### config.mk
export PLATFORM = sky130hd
export DESIGN_NAME = fir_ntap_approx_flat
export DESIGN_NICKNAME = d
export VERILOG_FILES = /design/src/rtl/fir_ntap_approx_if.sv /design/src/rtl/fir_ntap_approx.sv /design/src/flat_wrapper.sv
export SDC_FILE = /design/constraint.sdc
export NUM_CORES = 1
export LEC_CHECK = 0
export CAP_MARGIN = 20
export CORE_MARGIN = 1.5
export CORE_UTILIZATION = 58
export CTS_BUF_LIST = sky130_fd_sc_hd__clkbuf_4
export DETAILED_ROUTE_END_ITERATION = 10
export GPL_TIMING_DRIVEN = 0
export PLACE_DENSITY_LB_ADDON = 0.3
export SYNTH_ARGS = -nofsm -noshare
export SYNTH_HDL_FRONTEND = slang
export SYNTH_SLANG_ARGS = --single-unit
### constraint.sdc
create_clock -name Clk -period 12.8 [get_ports Clk]
set_input_delay 1.92 -clock Clk [delete_from_list [all_inputs] [get_ports Clk]]
set_output_delay 1.92 -clock Clk [all_outputs]
set_load 0.01 [all_outputs]
### src/rtl/fir_ntap_approx_if.sv
// Sample/coefficient/result bundle for fir_ntap_approx.
// master drives samples and coefficient writes; slave is the filter.
interface fir_ntap_approx_if #(
  parameter int DATA_W = 8,
  parameter int COEF_W = 8,
  parameter int TAPS   = 4,
  parameter int OUT_W  = 16
);
  localparam int AW = $clog2(TAPS);

  logic                     In_valid;
  logic signed [DATA_W-1:0] Xin;
  logic                     Coef_we;
  logic [AW-1:0]            Coef_addr;
  logic signed [COEF_W-1:0] Coef_data;
  logic                     Out_valid;
  logic signed [OUT_W-1:0]  Yout;

  modport master (
    output In_valid, Xin, Coef_we, Coef_addr, Coef_data,
    input  Out_valid, Yout
  );

  modport slave (
    input  In_valid, Xin, Coef_we, Coef_addr, Coef_data,
    output Out_valid, Yout
  );
endinterface

### src/rtl/fir_ntap_approx.sv
// N-tap signed direct-form FIR, 2-stage pipeline, lower-part approximate final adder.
// Define FIR_SAT_EN to saturate the output instead of wrapping it.
module fir_ntap_approx #(
  parameter int DATA_W   = 8,
  parameter int COEF_W   = 8,
  parameter int TAPS     = 4,
  parameter int OUT_W    = 16,
  parameter int APPROX_K = 3,
  parameter logic [TAPS*COEF_W-1:0] COEF_INIT = {8'sd4, 8'sd3, -8'sd1, -8'sd2}
) (
  input  logic               Clk,
  input  logic               Rst_n,
  fir_ntap_approx_if.slave   bus
);

  localparam int ACC_W = DATA_W + COEF_W + $clog2(TAPS);
  localparam int AW    = $clog2(TAPS);

  logic signed [DATA_W-1:0] x    [TAPS];
  logic signed [COEF_W-1:0] coef [TAPS];
  logic signed [ACC_W-1:0]  prod [TAPS];
  logic signed [ACC_W-1:0]  a_d;
  logic signed [ACC_W-1:0]  a_q;
  logic signed [ACC_W-1:0]  b_q;
  logic                     v0;
  logic                     v1;
  logic [ACC_W-1:0]         sum;
  logic [OUT_W-1:0]         y_fmt;
  logic                     out_valid_q;
  logic [OUT_W-1:0]         yout_q;

  function automatic logic signed [ACC_W-1:0] mul_ext(
    input logic signed [COEF_W-1:0] c,
    input logic signed [DATA_W-1:0] d
  );
    logic signed [ACC_W-1:0] ce;
    logic signed [ACC_W-1:0] de;
    ce = {{(ACC_W-COEF_W){c[COEF_W-1]}}, c};
    de = {{(ACC_W-DATA_W){d[DATA_W-1]}}, d};
    return ce * de;
  endfunction

  // Sample delay line and coefficient bank share the capture edge, so a
  // coefficient written alongside a sample is already used for that sample.
  always_ff @(posedge Clk or negedge Rst_n) begin
    if (!Rst_n) begin
      for (int unsigned i = 0; i < TAPS; i++) begin
        x[i]    <= '0;
        coef[i] <= COEF_INIT[i*COEF_W +: COEF_W];
      end
      v0 <= 1'b0;
    end else begin
      if (bus.In_valid) begin
        x[0] <= bus.Xin;
        for (int unsigned i = 1; i < TAPS; i++) begin
          x[i] <= x[i-1];
        end
      end
      for (int unsigned i = 0; i < TAPS; i++) begin
        if (bus.Coef_we && (bus.Coef_addr == AW'(i))) begin
          coef[i] <= bus.Coef_data;
        end
      end
      v0 <= bus.In_valid;
    end
  end

  always_comb begin
    for (int unsigned i = 0; i < TAPS; i++) begin
      prod[i] = mul_ext(coef[i], x[i]);
    end
  end

  always_comb begin
    a_d = '0;
    for (int unsigned i = 1; i < TAPS; i++) begin
      a_d = a_d + prod[i];
    end
  end

  always_ff @(posedge Clk or negedge Rst_n) begin
    if (!Rst_n) begin
      a_q <= '0;
      b_q <= '0;
      v1  <= 1'b0;
    end else begin
      if (v0) begin
        a_q <= a_d;
        b_q <= prod[0];
      end
      v1 <= v0;
    end
  end

  // Low part carries nothing into the high part; it saturates to all-ones
  // whenever the operands disagree at bit K.
  generate
    if (APPROX_K == 0) begin : g_exact
      always_comb begin
        sum = a_q + b_q;
      end
    end else begin : g_approx
      logic [ACC_W-APPROX_K-1:0] hi;
      logic [APPROX_K-1:0]       lo;
      always_comb begin
        hi = a_q[ACC_W-1:APPROX_K] + b_q[ACC_W-1:APPROX_K];
        if (a_q[APPROX_K] ^ b_q[APPROX_K]) begin
          lo = '1;
        end else begin
          lo = a_q[APPROX_K-1:0] + b_q[APPROX_K-1:0];
        end
        sum = {hi, lo};
      end
    end
  endgenerate

`ifdef FIR_SAT_EN
  logic [ACC_W-OUT_W:0] top_bits;
  always_comb begin
    top_bits = sum[ACC_W-1:OUT_W-1];
    if ((&top_bits) || (~|top_bits)) begin
      y_fmt = sum[OUT_W-1:0];
    end else if (sum[ACC_W-1]) begin
      y_fmt = {1'b1, {(OUT_W-1){1'b0}}};
    end else begin
      y_fmt = {1'b0, {(OUT_W-1){1'b1}}};
    end
  end
`else
  logic sum_unused;
  always_comb begin
    y_fmt      = sum[OUT_W-1:0];
    sum_unused = ^sum;
  end
`endif

  always_ff @(posedge Clk or negedge Rst_n) begin
    if (!Rst_n) begin
      yout_q      <= '0;
      out_valid_q <= 1'b0;
    end else begin
      if (v1) begin
        yout_q <= y_fmt;
      end
      out_valid_q <= v1;
    end
  end

  always_comb begin
    bus.Out_valid = out_valid_q;
    bus.Yout      = yout_q;
  end

endmodule

### src/flat_wrapper.sv
// flat-port wrapper written by rule: the top's interface ports become plain ports
module fir_ntap_approx_flat 
#(
  parameter int DATA_W   = 8,
  parameter int COEF_W   = 8,
  parameter int TAPS     = 4,
  parameter int OUT_W    = 16,
  parameter int APPROX_K = 3,
  parameter logic [TAPS*COEF_W-1:0] COEF_INIT = {8'sd4, 8'sd3, -8'sd1, -8'sd2}
)
  (Clk, Rst_n, bus_In_valid, bus_Xin, bus_Coef_we, bus_Coef_addr, bus_Coef_data, bus_Out_valid, bus_Yout);
  fir_ntap_approx_if #(.DATA_W(DATA_W), .COEF_W(COEF_W), .TAPS(TAPS), .OUT_W(OUT_W)) bus_i ();
  input  logic Clk;
  input  logic Rst_n;
  input wire logic [$bits(bus_i.In_valid)-1:0] bus_In_valid;
  input wire logic [$bits(bus_i.Xin)-1:0] bus_Xin;
  input wire logic [$bits(bus_i.Coef_we)-1:0] bus_Coef_we;
  input wire logic [$bits(bus_i.Coef_addr)-1:0] bus_Coef_addr;
  input wire logic [$bits(bus_i.Coef_data)-1:0] bus_Coef_data;
  output wire logic [$bits(bus_i.Out_valid)-1:0] bus_Out_valid;
  output wire logic [$bits(bus_i.Yout)-1:0] bus_Yout;
  assign bus_i.In_valid = bus_In_valid;
  assign bus_i.Xin = bus_Xin;
  assign bus_i.Coef_we = bus_Coef_we;
  assign bus_i.Coef_addr = bus_Coef_addr;
  assign bus_i.Coef_data = bus_Coef_data;
  assign bus_Out_valid = bus_i.Out_valid;
  assign bus_Yout = bus_i.Yout;
  fir_ntap_approx #(.DATA_W(DATA_W), .COEF_W(COEF_W), .TAPS(TAPS), .OUT_W(OUT_W), .APPROX_K(APPROX_K), .COEF_INIT(COEF_INIT)) u_core (.Clk(Clk), .Rst_n(Rst_n), .bus(bus_i));
endmodule
==> results of run 1 <==
[sequential cells by signal, summed over array words and instances (netlist names)]
name	count
u_core.a_q	16
u_core.coef	32
u_core.v0	1
u_core.bus.Out_valid	1
u_core.v1	1
u_core.bus.Yout	16
u_core.b_q	16
u_core.x	32
[worst paths after layout]
| check | startpoint | to | slack, ps | cells past startpoint |
|---|---|---|---|---|
| setup / recovery | u_core.coef[20]$_DFFE_PN1P_ | u_core.a_q[15]$_DFFE_PN0P_ | 5910 | 21 |
| hold / removal | u_core.v0$_DFF_PN0_ | u_core.v1$_DFF_PN0_ | 400 | 0 |
| setup reg to reg | u_core.coef[20]$_DFFE_PN1P_ | u_core.a_q[15]$_DFFE_PN0P_ | 5910 | 21 |
| hold reg to reg | u_core.v0$_DFF_PN0_ | u_core.v1$_DFF_PN0_ | 400 | 0 |
| max in group asynchronous | Rst_n | u_core.coef[9]$_DFFE_PN1P_ | 10850 | 2 |
| min in group asynchronous | Rst_n | u_core.bus.Yout[14]$_DFFE_PN0P_ | 1150 | 1 |
[logic make-up (layout without fill, tap and decap cells)]
group,Yosys count,count (layout)
other cells,0,1
xor+xnor,57,57
simple gates,320,320
fa+ha+maj,385,385
buf+inv,383,454
flops,115,115
mux,89,89
compound gates,99,99
[Yosys cell counts (3+ instances only)]
cell / number / area (sq um)
inv_1: 348 / 1310
fa_1: 270 / 5410
and2_1: 130 / 813
ha_1: 115 / 1440
nand2_1: 108 / 405
dfrtp_1: 97 / 2430
mux2_2: 86 / 968
xnor2_1: 51 / 447
nor2_1: 43 / 161
clkbuf_1: 32 / 120
a21oi_1: 25 / 125
o21ai_0: 24 / 120
nand2b_1: 19 / 119
dfstp_2: 18 / 473
o21a_1: 8 / 60.1
a31oi_1: 7 / 43.8
a211oi_1: 6 / 45.0
a21o_1: 6 / 45.0
xor2_1: 6 / 52.6
nand3_1: 3 / 15.0
nand3b_1: 3 / 22.5
nor2b_1: 3 / 18.8
o21ai_1: 3 / 15.0
o21bai_1: 3 / 22.5
[through the flow]
stage	worst slack, ps	instance area (sq um)	utilization	cells	hold slack [ps]
floorplan	6600	15000	-	1448	352
global placement	5200	15800	0.624	1816	358
detailed placement	5900	15800	0.625	1817	371
CTS	5900	16100	0.637	1849	398
global route	5650	16100	0.637	1850	417
finish	5910	16100	0.637	1850	396
[cell type report]
type                            instances  area (sq um)  share of cell area
Tap cell                              330           413              0.0257
Timing Repair Buffer                   39           409              0.0254
Clock inverter                         15           173              0.0107
Sequential cell                       115          2900               0.180
Inverter                              350          1310              0.0816
Buffer                                 33           124             0.00770
Antenna cell                            1          2.50            0.000155
Multi-Input combinational cell        950         10600               0.661
Clock buffer                           17           128             0.00793
[metal layers]
| layer | global-route usage | up-vias |
|---|---|---|
| met1 | 0.370 | 5070 |
| met4 | 0.0640 | 0 |
| met2 | 0.446 | 259 |
| met5 | 0 | - |
| met3 | 0.0404 | 37 |
| li1 | - | 4483 |
[critical path: stages, from the launching register on]
cell      delay [ps]
dfstp_2          530
clkbuf_1         410
and2_1           230
fa_1             450
fa_1             570
inv_1             60
fa_1             530
inv_1             50
fa_1             480
fa_1             530
fa_1             500
inv_1             50
fa_1             500
inv_1             50
ha_1             310
nor2b_4          140
o31a_1           300
o41ai_4          320
o31ai_2          160
xnor2_1          160
xnor2_1          190
mux2_4           280
==> impl_metrics.csv, run 1 <==
group,metric,value,unit
min_path,hp-class,"flop to flop",
cts,cts_resized,0,
grt,grt_max_degree,98,
drt,vias,9849,
logic_synthesis,synth_compound_area_frac,0.0428,
logic_synthesis,synth.avg_cell_area,10.3,sq um
die,die_h,164,um
logic_synthesis,synthMuxAreaShare,0.0670,
drt,drt_iter0_drc,529,
logic_synthesis,synthArstFlopShare,1.00,
logic_synthesis,yosys.area_share.xor_xnor,0.0334,
cells_and_area,layout_common_cells,"348 x inv_1, 270 x fa_1, 130 x and2_1",
cells_and_area,final_common_cell,"inv_1",
drt,routed.top_layer,"met4",
grt,grt_pass1_wl,54400,um
grt,grtUsageTotal,0.267,
logic_synthesis,ys_warn_count,0,
drt,via_per_inst,5.32,
die,fp-row-count,58,
cells_and_area,fin_nets,1913,
die,dieArea,0.0268,sq mm
drt,drc,0,
die,die_w,164,um
cts,clkSinkCount,115,
setup_path,cp.arrival,7370,ps
timing,fmax,145,MHz
logic_synthesis,yosysSeqAreaShare,0.194,
timing,fin_skew,27.4,ps
timing,min_period_over_period,0.538,
drt,dr_wl_met3,1460,um
cts,cts_made_buffers,17,
logic_synthesis,synth_fa_ha_area_frac,0.457,
cells_and_area,drive_gt1_frac,0.0955,
cts,clock_latency,580,ps
setup_path,criticalPathCategory,"flop to flop",
logic_synthesis,syn-num-nets,1855,
outcome,status,"completed",
logic_synthesis,synth_top_family_by_area,"adder cells",
drt,first_pass_iters,5,
logic_synthesis,syn-instance-count,1448,
logic_synthesis,synth.distinct_cells,49,
drt,route.met2.wl,15700,um
grt,overflow,0,
drt,final_antenna_net_count,0,
cts,cts_root_buf,"clkbuf_4",
cts,clk_pin_slew,140,ps
grt,grt_antenna_before_repair,1,
setup_path,cp_max_fo,9,
cts,clockBufferDepth,2,
placement,port_buffers,38,
timing,maxSlewHeadroom,0.469,
grt,first_global_vias,10678,
cts,tritoncts,"built",
timing,setup_viol,0,
die,initial_core_util,0.593,
timing,worst_pin_slew,796,ps
die,io_pins,39,
logic_synthesis,synth_area,0.0150,sq mm
timing,layout_min_cycle_time,6890,ps
timing,hold_viol,0,
cells_and_area,n_fill_cell,2056,
flow_run,max-cap-violations,0,
setup_path,cp-start-kind,"flop",
cts,cts_setup_buffers,0,
setup_path,worst_ep_required_time,13280,ps
timing,setup-tns-final,0,ps
drt,wl_per_cell,17.1,um
placement,hpwlAfterDp,26100,um
logic_synthesis,synth_edf_count,0,
logic_synthesis,synth-main-ff-cell,"dfrtp_1",
cells_and_area,layout-area-overhead-vs-synth,7.51,%
cts,cts-htree-levels,4,
logic_synthesis,ys_ff_latch,115,
logic_synthesis,yosys.area_share.simple,0.110,
cts,holdBufCountCts,0,
drt,drt_wl_total,31700,um
placement,place_congestion,0.858,
setup_path,worst_setup_path_end_kind,"flop",
timing,rsz0062_at_grt,"false",
timing,slew_viol_final,0,
die,core,0.0253,sq mm
drt,wl_met1,14000,um
Power of run 1 is not shown: default switching activity piles up to over one toggle a cycle in this logic, so the estimate is an artifact.
==> inputs of run 2 (changes only) <==
==> constraint.sdc (replaced) <==
create_clock -name Clk -period 5.8 [get_ports Clk]
set_input_delay 0.87 -clock Clk [delete_from_list [all_inputs] [get_ports Clk]]
set_output_delay 0.87 -clock Clk [all_outputs]
set_load 0.01 [all_outputs]
==> impl_metrics.csv, run 2 (synthesis gave the netlist of run 1 again) <==
group,metric,value,unit
outcome,status,"finished, violations left",
outcome,violations,"negative setup slack",
die,die_h,164,um
setup_path,criticalPathCategory,"flop to flop",
timing,setup_slack,-576,ps
setup_path,path_cells,"buf_6, nand2_1, fa_1, inv_1, fa_1, inv_1, fa_1, fa_1, inv_1, fa_1, fa_1, inv_1, fa_1, inv_1, ha_1, o21ai_0, nand2b_1, o41ai_4, buf_4, o31ai_4, xnor2_1, xnor2_1, mux2_4",
cells_and_area,n_fill_cell,1961,
cells_and_area,layout-area-overhead-vs-synth,11.4,%
grt,overflow,0,
grt,first_global_vias,10807,
cells_and_area,layout_common_cells,"331 x inv_1, 263 x fa_1, 124 x and2_1",
drt,vias,10028,
setup_path,cp.arrival,6830,ps
timing,min_period_over_period,1.10,
cts,cts_made_buffers,17,
setup_path,worst_setup_path_end_kind,"flop",
drt,final_antenna_net_count,0,
placement,place_congestion,0.856,
cts,clkSinkCount,115,
placement,hpwlAfterDp,26100,um
placement,port_buffers,38,
timing,layout_min_cycle_time,6380,ps
drt,drt_iter0_drc,633,
flow_run,max-cap-violations,0,
cts,tritoncts,"built",
timing,hold_viol,0,
cts,clk_pin_slew,140,ps
die,dieArea,0.0268,sq mm
die,die_w,164,um
timing,setup_viol,8,
timing,slew_viol_final,0,
drt,drc,0,
grt,grtUsageTotal,0.273,
setup_path,cp-start-kind,"flop",
min_path,hp-class,"input port to async pin",
timing,fin_skew,22.2,ps
drt,drt_wl_total,33600,um
setup_path,slowest_stage,"dfstp_2",
grt,grt_antenna_before_repair,1,
cells_and_area,top_regs,"u_core.coef (32), u_core.x (32)",
die,initial_core_util,0.593,
grt,grt_pass1_wl,55300,um
cts,cts_root_buf,"clkbuf_4",
cts,clock_latency,580,ps
timing,maxSlewHeadroom,0.424,
cells_and_area,drive_gt1_frac,0.169,
cells_and_area,fin_nets,1939,
die,io_pins,39,
drt,via_per_inst,5.35,
timing,setup-tns-final,-2290,ps
setup_path,slowest_delay,640,ps
drt,wl_per_cell,17.9,um
cells_and_area,final_common_cell,"inv_1",
setup_path,crit_path_start,"u_core.coef[19]$_DFFE_PN1P_",
die,core,0.0253,sq mm
cts,clockBufferDepth,2,
timing,fmax,157,MHz
timing,rsz0062_at_grt,"true",
grt,grt_max_degree,97,
cells_and_area,register_area,0.00292,sq mm
cells_and_area,multiInputGateArea,0.0109,sq mm
setup_path,cp_common_cell,"fa_1",
drt,first_pass_iters,5,
setup_path,cp_max_fo,5,
die,fp-row-count,58,
cts,cts-htree-levels,4,
timing,worst_pin_slew,864,ps
setup_path,worst_ep_required_time,6260,ps
setup_path,reg2reg_from,"u_core.coef[19]$_DFFE_PN1P_",
-- run 2: final timing paths --
check	to	slack, ps	cells past startpoint
worst min-delay path	u_core.bus.Yout[15]$_DFFE_PN0P_	110	1
worst min register to register	u_core.v1$_DFF_PN0_	440	0
max in group asynchronous	u_core.coef[6]$_DFFE_PN0P_	4900	2
worst max-delay path	u_core.a_q[15]$_DFFE_PN0P_	-580	23
min in group Clk	u_core.v1$_DFF_PN0_	440	0
worst max register to register	u_core.a_q[15]$_DFFE_PN0P_	-580	23
-- run 2: critical path: cells and delay by family (launching register included) --
kind / cells / cell delay [ps]
xor gates and xnor gates: 2 / 300
muxes: 1 / 280
buffers and inverters: 7 / 560
DFF: 1 / 640
and+or+nand+nor: 2 / 200
adders and majority gates: 8 / 3810
AOI/OAI and AO/OA: 3 / 450
-- run 2: what timing repair did --
item | CTS | global route
gates cloned | 0 | 0
pin swaps | 36 | 22
gates resized for setup | 54 | 39
buffers inserted | 25 | 15
hold buffers | 0 | 0
setup endpoints to repair | 9 | 9
-- run 2: area by class of cell --
type                            instances  share of cell area
Buffer                                 21             0.00653
Multi-Input combinational cell        950               0.654
Clock inverter                         14             0.00915
Clock buffer                           18             0.00810
Tap cell                              330              0.0248
Timing Repair Buffer                   77              0.0428
Antenna cell                            1            0.000150
Sequential cell                       115               0.175
Inverter                              350              0.0791
-- run 2: per-stage QoR --
stage	worst slack, ps	hold WS [ps]	utilization	instance area [sq um]	instances
after floorplan	-287	352	-	15000	1448
after global placement	-973	360	0.626	15800	1816
after detailed placement	-1050	400	0.628	15800	1817
after CTS	-567	97.8	0.651	16500	1862
after global routing	-760	91.9	0.660	16700	1876
final	-576	107	0.660	16700	1876
-- run 2: metal layers --
metal | global-route usage | vias to the layer above | wire (um)
met2 | 0.444 | 278 | 16300
met3 | 0.0394 | 66 | 1710
met5 | 0 | - | 0
met4 | 0.0868 | 0 | 1070
li1 | - | 4533 | -
met1 | 0.379 | 5151 | 14500
Power of run 2 is left out for the same reason.
